File: config.mk
export PLATFORM = sky130hd
export DESIGN_NAME = enqueue_admission
export DESIGN_NICKNAME = d
export VERILOG_FILES = /design/src/rtl/enqueue_admission.sv
export SDC_FILE = /design/constraint.sdc
export NUM_CORES = 1
export LEC_CHECK = 0
export ABC_AREA = 0
export CAP_MARGIN = 0
export CELL_PAD_IN_SITES_DETAIL_PLACEMENT = 2
export CELL_PAD_IN_SITES_GLOBAL_PLACEMENT = 2
export CORE_MARGIN = 2
export CORE_UTILIZATION = 39
export CTS_CLUSTER_DIAMETER = 150
export CTS_CLUSTER_SIZE = 24
export DETAILED_ROUTE_END_ITERATION = 6
export PLACE_DENSITY_LB_ADDON = 0.3
export REMOVE_ABC_BUFFERS = 1
export SYNTH_ARGS = -nofsm -noshare
export SYNTH_HDL_FRONTEND = slang
export SYNTH_SLANG_ARGS = --single-unit
File: constraint.sdc
create_clock -name clk_in -period 9.8 [get_ports clk_in]
set_input_delay 0.98 -clock clk_in [delete_from_list [all_inputs] [get_ports clk_in]]
set_output_delay 0.98 -clock clk_in [all_outputs]
set_load 0.01 [all_outputs]
File: src/rtl/enqueue_admission.sv
// enqueue_admission: tracks per-queue buffer occupancy and admits or drops
// enqueue requests against private thresholds and a shared buffer pool.
module enqueue_admission #(
  parameter int                    NUM_QUEUES  = 8,
  parameter int                    QID_W       = 3,
  parameter int                    LEN_W       = 11,
  parameter int                    CNT_W       = 12,
  parameter logic [NUM_QUEUES-1:0] CYCLIC_MASK = 8'b1100_0000,
  parameter int                    THR_MIN     = 52,
  parameter int                    THR_MAX     = 330,
  parameter int                    SHARED_SIZE = 512
) (
  input  logic             clk_in,
  input  logic             rst,
  input  logic             req_valid,
  output logic             req_ready,
  input  logic [QID_W-1:0] req_qid,
  input  logic [LEN_W-1:0] req_len,
  input  logic             deq_valid,
  output logic             deq_ready,
  input  logic [QID_W-1:0] deq_qid,
  input  logic [LEN_W-1:0] deq_len,
  output logic             res_valid,
  output logic             res_accept,
  output logic [QID_W-1:0] res_qid,
  output logic [CNT_W-1:0] res_occ,
  output logic [CNT_W-1:0] shared_free,
  output logic [15:0]      drop_cnt,
  output logic             err_underflow
);

  // All occupancy arithmetic is one bit wider than the counters so that
  // sums and differences never wrap before they are compared.
  typedef logic [CNT_W:0] wide_t;

  localparam wide_t THR_MIN_W = wide_t'(THR_MIN);
  localparam wide_t THR_MAX_W = wide_t'(THR_MAX);

  typedef enum logic [1:0] {IDLE, JUDGE, COMMIT} state_t;

  state_t           state_reg, state_next;
  logic [CNT_W-1:0] occ_reg [NUM_QUEUES];
  logic [CNT_W-1:0] shared_used_reg;
  logic [15:0]      drop_cnt_reg;
  logic             err_reg;
  logic [QID_W-1:0] qid_reg;
  logic [LEN_W-1:0] len_reg;
  logic             accept_reg;
  logic [CNT_W-1:0] need_reg;
  logic [CNT_W-1:0] new_reg;
  logic             res_valid_reg;
  logic             res_accept_reg;
  logic [QID_W-1:0] res_qid_reg;
  logic [CNT_W-1:0] res_occ_reg;

  logic             cyclic [NUM_QUEUES];
  logic [CNT_W-1:0] free_c;
  wide_t            free_w;

  wide_t            rel_old, rel_len, rel_new, rel_dec;
  logic             rel_under;
  logic [CNT_W-1:0] rel_used;

  wide_t            jdg_old, jdg_len, jdg_new, jdg_need;
  logic             jdg_accept;

  function automatic wide_t sat(input wide_t x);
    return (x > THR_MIN_W) ? x - THR_MIN_W : '0;
  endfunction

  for (genvar gi = 0; gi < NUM_QUEUES; gi++) begin : g_class
    assign cyclic[gi] = CYCLIC_MASK[gi];
  end

  assign free_c = CNT_W'(SHARED_SIZE) - shared_used_reg;
  assign free_w = {1'b0, free_c};

  // Release path: clamp at zero and return only the pool units the queue held.
  always_comb begin
    rel_old   = {1'b0, occ_reg[deq_qid]};
    rel_len   = wide_t'(deq_len);
    rel_under = rel_len > rel_old;
    rel_new   = rel_under ? '0 : rel_old - rel_len;
    rel_dec   = cyclic[deq_qid] ? rel_old - rel_new : sat(rel_old) - sat(rel_new);
    rel_used  = (rel_dec > {1'b0, shared_used_reg}) ? '0
              : CNT_W'({1'b0, shared_used_reg} - rel_dec);
  end

  // Admission decision for the latched request.
  always_comb begin
    jdg_old    = {1'b0, occ_reg[qid_reg]};
    jdg_len    = wide_t'(len_reg);
    jdg_new    = jdg_old + jdg_len;
    jdg_need   = jdg_len;
    jdg_accept = 1'b0;
    if (cyclic[qid_reg]) begin
      jdg_accept = jdg_len < free_w;
    end else begin
      jdg_need   = sat(jdg_new) - sat(jdg_old);
      jdg_accept = (jdg_new <= THR_MAX_W) && (jdg_need <= free_w);
    end
    if (jdg_new[CNT_W]) begin
      jdg_accept = 1'b0;
    end
  end

  always_comb begin
    state_next = state_reg;
    req_ready  = 1'b0;
    deq_ready  = 1'b0;
    case (state_reg)
      IDLE: begin
        deq_ready = 1'b1;
        req_ready = !deq_valid;
        if (!deq_valid && req_valid) begin
          state_next = JUDGE;
        end
      end
      JUDGE:   state_next = COMMIT;
      COMMIT:  state_next = IDLE;
      default: state_next = IDLE;
    endcase
  end

  always_ff @(posedge clk_in) begin
    if (rst) begin
      state_reg       <= IDLE;
      for (int i = 0; i < NUM_QUEUES; i++) begin
        occ_reg[i] <= '0;
      end
      shared_used_reg <= '0;
      drop_cnt_reg    <= '0;
      err_reg         <= 1'b0;
      qid_reg         <= '0;
      len_reg         <= '0;
      accept_reg      <= 1'b0;
      need_reg        <= '0;
      new_reg         <= '0;
      res_valid_reg   <= 1'b0;
      res_accept_reg  <= 1'b0;
      res_qid_reg     <= '0;
      res_occ_reg     <= '0;
    end else begin
      state_reg     <= state_next;
      res_valid_reg <= 1'b0;

      if (state_reg == IDLE) begin
        if (deq_valid) begin
          occ_reg[deq_qid] <= rel_new[CNT_W-1:0];
          shared_used_reg  <= rel_used;
          if (rel_under) begin
            err_reg <= 1'b1;
          end
        end else if (req_valid) begin
          qid_reg <= req_qid;
          len_reg <= req_len;
        end
      end

      if (state_reg == JUDGE) begin
        accept_reg     <= jdg_accept;
        need_reg       <= jdg_need[CNT_W-1:0];
        new_reg        <= jdg_new[CNT_W-1:0];
        res_valid_reg  <= 1'b1;
        res_accept_reg <= jdg_accept;
        res_qid_reg    <= qid_reg;
        res_occ_reg    <= jdg_accept ? jdg_new[CNT_W-1:0] : jdg_old[CNT_W-1:0];
      end

      // Counters only move here, one cycle after the decision is shown.
      if (state_reg == COMMIT) begin
        if (accept_reg) begin
          occ_reg[qid_reg] <= new_reg;
          shared_used_reg  <= shared_used_reg + need_reg;
        end else if (drop_cnt_reg != 16'hFFFF) begin
          drop_cnt_reg <= drop_cnt_reg + 16'd1;
        end
      end
    end
  end

  assign res_valid     = res_valid_reg;
  assign res_accept    = res_accept_reg;
  assign res_qid       = res_qid_reg;
  assign res_occ       = res_occ_reg;
  assign shared_free   = free_c;
  assign drop_cnt      = drop_cnt_reg;
  assign err_underflow = err_reg;

endmodule

After elaboration in Yosys (flattened, before gate mapping). Memories as Yosys holds them, arrays and structs flattened. A register that Yosys moved wholly into a read port is not among the register bits. Cells that the tools add are included.

Add/sub/neg operators: 13. $lt $le $gt $ge: 11. Equal/unequal tests: 4. Muxes and demuxes: 42. Bitwise operators: 4. Reduce and logical (&&, ||, !) cells: 9.

Operators with widths (count): 2-to-1 mux 12 bit (9); 2-to-1 mux 13 bit (6); greater-than comparator 13 x 6 -> 1 bit, second input constant (2); subtractor 12 x 6 -> 13 bit, second input constant (2); subtractor 13 bit (2); subtractor 13 x 6 -> 13 bit, second input constant (2); greater-than comparator 12 x 6 -> 1 bit, second input constant (2); OR reduction 12 bit (2); 2-to-1 mux 1 bit (21); adder 16 x 1 -> 16 bit, second input constant (1); != test 16 bit, second input constant (1); adder 12 x 11 -> 13 bit (1); greater-than comparator 13 x 12 -> 1 bit (1); less-or-equal comparator 13 x 12 -> 1 bit (1); less-or-equal comparator 13 x 9 -> 1 bit, second input constant (1); subtractor 12 x 11 -> 13 bit (1); subtractor 12 x 13 -> 13 bit (1); adder 12 bit (1); greater-than comparator 11 x 12 -> 1 bit (1); < comparator 11 x 12 -> 1 bit (1); 2-to-1 mux 3 bit (4); subtractor 10 x 12 -> 12 bit, first input constant (1); subtractor 12 bit (1); AND reduction 3 bit (3); other kinds (11) (15).

Register bits after elaboration: 86. Memory bits (writable): 96. ROM bits: 16. Output and inout port bits: 48. Logic and storage cells: 98. Memories: 3.

Memories: occ_reg (depth 8, width 12, read ports 2, clocked after memory_dff 1, write ports 8, RTL line 42) `logic [CNT_W-1:0] occ_reg [NUM_QUEUES];`; (name not given) (depth 8, width 1, read ports 1, clocked after memory_dff 0, write ports 0, RTL line 96) `if (cyclic[qid_reg]) begin`; (name not given) (depth 8, width 1, read ports 1, clocked after memory_dff 0, write ports 0, RTL line 84) `rel_dec = cyclic[deq_qid] ? rel_old - rel_new : sat(rel_old) - sat(rel_new);`.

Longest topological paths before layout. Gate-level depths: netlist of the first run. An unclocked memory read counts as a cell.

Depth after elaboration: 13. Mapped depth: 42. Gate-level depth less buffers: 37.

Worst setup path after synthesis of the first run. Ideal clock, no wire load.

Kind: input to register. Start: input port deq_qid[0]. End: register shared_used_reg[10]. Data arrival time: 8.741 ns. Slack: 0.963 ns. Cell stages on the path: 40. Path buffers: 5. Path through: buf_2 > buf_2 > buf_2 > mux4_2 > mux2i_1 > inv_1 > ha_1 > nor2b_1 > o2111a_1 > o211ai_1 > nand3_1 > clkbuf_1 > nand2_1 > ha_1 > nand2_1 > nor2_1 > nand4_1 > nor4_1 > (+4 left out) > fa_1 > nor2b_1 > o21ai_0 > a21boi_0 > o41ai_1 > o21bai_1 > xnor2_1 > nand2_1 > o21a_1 > ha_1 > and4_1 > a2111oi_0 > o211ai_1 > and3_1 > o32a_1 > nor2_1 > o211ai_4 > o41ai_2.

Longest elaborated chain between the ends: 13. Elaborated cells on any way between the ends: 24.

Ends and longest elaborated chain: start: declaration (RTL line 21) `input logic [QID_W-1:0] deq_qid,`; memory (8 x 12 bit); subtractor 12 x 11 -> 13 bit or greater-than comparator 11 x 12 -> 1 bit (tied branches) (RTL line 83, 82); 2-to-1 mux 13 bit (RTL line 83) `rel_new = rel_under ? '0 : rel_old - rel_len;`; subtractor 13 x 6 -> 13 bit or greater-than comparator 13 x 6 -> 1 bit (tied branches) (RTL line 68) `return (x > THR_MIN_W) ? x - THR_MIN_W : '0;`; 2-to-1 mux 13 bit (RTL line 68); subtractor 13 bit (RTL line 84); 2-to-1 mux 13 bit (*) (RTL line 84); subtractor 12 bit or greater-than comparator 13 x 12 -> 1 bit (tied branches) (RTL line 86, 85); 2-to-1 mux 12 bit (*) (RTL line 85) `rel_used = (rel_dec > {1'b0, shared_used_reg}) ? '0`; 2-to-1 mux 12 bit (*) (RTL line 148) `if (deq_valid) begin`; 2-to-1 mux 12 bit (*) (RTL line 147) `if (state_reg == IDLE) begin`; 2-to-1 mux 12 bit (RTL line 172) `if (accept_reg) begin`; 2-to-1 mux 12 bit (*) (RTL line 171) `if (state_reg == COMMIT) begin`; end signal: assignment (RTL line 150) `shared_used_reg <= rel_used;`; end signal: assignment (RTL line 174) `shared_used_reg <= shared_used_reg + need_reg;`; end: declaration (RTL line 43) `logic [CNT_W-1:0] shared_used_reg;`.

Every way passes the cells marked *; elsewhere a longest branch is shown, timed or not. The select of a mux whose other input is x is not followed. A chain may end at the register's enable or synchronous reset.

==> results of run 1 <==
[stage by stage]
| step | instance area (µm²) | std cells | worst slack, ps | total power [µW] |
|---|---|---|---|---|
| floorplan | 14400 | 1594 | 1680 | 2550 |
| global placement | 16100 | 2190 | 702 | 3300 |
| detailed placement | 16100 | 2190 | 231 | 3400 |
| CTS | 16700 | 2222 | 350 | 4170 |
| global route | 16700 | 2222 | 20.6 | 4470 |
| finish | 16700 | 2222 | 646 | 4160 |
[layout make-up]
class / count / share of cell area [%]
multi-input cells: 1302 / 55.8
flip-flops and latches: 185 / 27.9
repair buffers: 122 / 6.68
well taps: 474 / 3.55
clock buffers: 18 / 2.57
inverters: 107 / 2.40
clock inverters: 14 / 1.06
[worst max-delay path, delay by kind of cell, from the launching register on]
kind / cells / cell delay (ps)
fa+ha+maj: 3 / 1130
flops: 1 / 720
simple gates: 8 / 1780
compound gates: 15 / 4240
xor+xnor: 1 / 250
mux: 1 / 580
buf+inv: 2 / 350
[power by group through the flow]
stage               Combinational, µW  Sequential [µW]  Clock, µW
floorplan                        1640              908          0
global placement                 2370              928          0
detailed placement               2460              933          0
CTS                              2510              917        746
global route                     2780              924        770
finish                           2510              919        735
[cells in the final DEF, fill, tap and decap left out, types with 17 or more instances in the layout]
cell,count
a21boi_0,17
a21oi_1,107
buf_4,42
clkbuf_16,17
clkdlybuf4s50_1,77
dfxtp_1,87
edfxtp_1,96
ha_1,124
inv_1,105
mux2i_1,24
mux4_2,45
nand2_1,164
nand2b_1,23
nand3_1,35
nor2_1,226
nor2b_1,20
nor3_1,42
o21a_1,25
o21ai_0,82
or3_1,19
xnor2_1,61
xor2_1,23
[final timing paths]
| kind | slack [ps] | from | endpoint |
|---|---|---|---|
| worst min-delay path | 480 | err_underflow | err_underflow |
| worst max register to register | 650 | register | res_occ[0] |
| worst max-delay path | 650 | register | res_occ[0] |
| worst min register to register | 480 | err_underflow | err_underflow |
[per-layer routing]
metal | vias to the layer above | routed length [µm] | track usage, %
li1 | 6140 | - | -
met1 | 6941 | 24900 | 38.4
met2 | 411 | 28400 | 52.1
met3 | 125 | 3030 | 4.80
met4 | 0 | 2300 | 12.5
met5 | - | 0 | 0
[cell families (layout without fill, tap and decap cells)]
logic type                 count (synthesis)  after routing  share of synthesized area [%]
adders and majority gates                131            131                           11.5
and+or+nand+nor                          619            619                           19.6
xor gates and xnor gates                  86             86                           5.30
DFF                                      185            185                           31.8
muxes                                     83             83                           9.65
AOI/OAI and AO/OA                        383            383                           17.4
buffers and inverters                    174            261                           4.71
==> impl_metrics.csv, run 1 <==
group,metric,value,unit
routing,routedWlPerCell,26.4,µm
final_layout,n_antenna_cell,0,
synth,yosysTopAreaCell,"edfxtp_1",
placed_design,gp_congestion,0.904,
timing,rsz0062_at_grt,"false",
routing,drtPass1Iterations,5,
timing,post-route-period-util,93.4,%
routing,avgViaCountPerCell,6.13,
timing,hold_viol_final,0,
clocking,cts_resized,0,
timing,finalMaxSlewViolations,0,
synth,synth_most_common_cell,"nor2_1",
synth,syn_area_per_cell,8.83,µm²
clocking,cts_buffers,17,
worst_setup_path,crit_type,"reg -> reg",
synth,yosysTopAreaCellShare,19.7,%
floorplan,io_pins,80,
grt,track_usage,30.5,%
floorplan,die_w,198,µm
worst_setup_path,crit_path_end_kind,"register",
synth,ys_seq_area_share,31.8,%
clocking,clockBufferDepth,2,
worst_setup_path,reg2regPathDepth,30,
synth,mappedNetlistArea,14700,µm²
worst_setup_path,crit_path_max_fanout,16,
final_layout,layout-drive-gt1-share,9.73,%
grt,grt_pass1_wl,89.9,mm
pwr,switchingPower,1910,µW
clocking,cts_tree,"done",
floorplan,start_util,39.3,%
clocking,cts_setup_buffers,0,
routing,antenna_left,0,
min_path,worstHoldPathCells,2,
worst_setup_path,max_stage_delay,720,ps
outcome,status,"finished clean",
clocking,htree_levels,4,
final_layout,fillCellCount,4111,
placed_design,dpl.hpwl,44.1,mm
floorplan,die_h,198,µm
timing,worst_hold_slack,475,ps
clocking,hold_buffers,0,
worst_setup_path,crit_required,10160,ps
clocking,clkTransAtPathRegs,80,ps
timing,relSlewSlack,31.8,%
pwr,share_comb_of_total_power,60.3,%
timing,fin_setup_tns,0,ps
grt,grt_max_degree,73,
final_layout,final_nets,1898,
final_layout,seqCellArea,4670,µm²
grt,grt_overflow,0,
grt,antenna_found_initial,0,
pwr,total_leakage_power,0.00646,µW
synth,synthCells,1661,
min_path,min_path_type,"reg -> reg",
worst_setup_path,worst_ep_arrival_time,9510,ps
pwr,switching_share,46.0,%
timing,max_freq,0.109,GHz
run,cap_violations,0,
routing,drc_errors,0,
timing,setup_viol,0,
synth,yosys_warnings,0,
pwr,power_frac_clock,17.7,%
synth,ys.flop_type,"edfxtp_1",
routing,drtIter0Drc,887,
floorplan,num_rows,71,
grt,grt_pass1_vias,14700,
placed_design,portBuffers,79,
synth,synth_common_cells,"227 x nor2_1, 164 x nand2_1, 124 x ha_1, 107 x a21oi_1, 105 x inv_1",
final_layout,multi_input_area,9330,µm²
timing,finalCriticalPeriod,9150,ps
timing,worst_pin_slew,1020,ps
routing,vias,13600,
worst_setup_path,start_kind,"register",
synth,synth-async-reset-ratio,0,%
timing,skew,17.5,ps
pwr,power.internal,2250,µW
synth,synth_edf_count,96,
final_layout,final_util,44.8,%
final_layout,area_growth,13.9,%
routing,drt-total-wl,58.6,mm
synth,synthTopCellsByArea,"edfxtp_1 20%, dfxtp_1 12%, ha_1 11%, mux4_2 6.9%, nor2_1 5.8%",
pwr,p_per_area,249,nW/µm²
worst_setup_path,cp_common_cell,"o21ai_0",
synth,ys_seq_elements,185,
final_layout,largest_reg_flops,96,
floorplan,coreArea,37300,µm²
pwr,peakVddDrop,0.000132,V
clocking,clock-sinks,185,
clocking,clock_latency,460,ps
floorplan,dieArea,39200,µm²
worst_setup_path,slowest_stage,"dfxtp_2",
synth,synth.distinct_cells,97,
pwr,p_seq_share,22.1,%
clocking,cts-root-buf,"clkbuf_16",
(Power assumes the default switching activity.)
==> run 2: changes to the inputs <==
--- a/config.mk
+++ b/config.mk
@@ -16,6 +16,7 @@
 export DETAILED_ROUTE_END_ITERATION = 6
 export PLACE_DENSITY_LB_ADDON = 0.3
 export REMOVE_ABC_BUFFERS = 1
+export SETUP_SLACK_MARGIN = 0.02
 export SYNTH_ARGS = -nofsm -noshare
 export SYNTH_HDL_FRONTEND = slang
 export SYNTH_SLANG_ARGS = --single-unit
==> results of run 2 <==
Same layout as run 1: the final DEF is identical, and so are final timing and power.
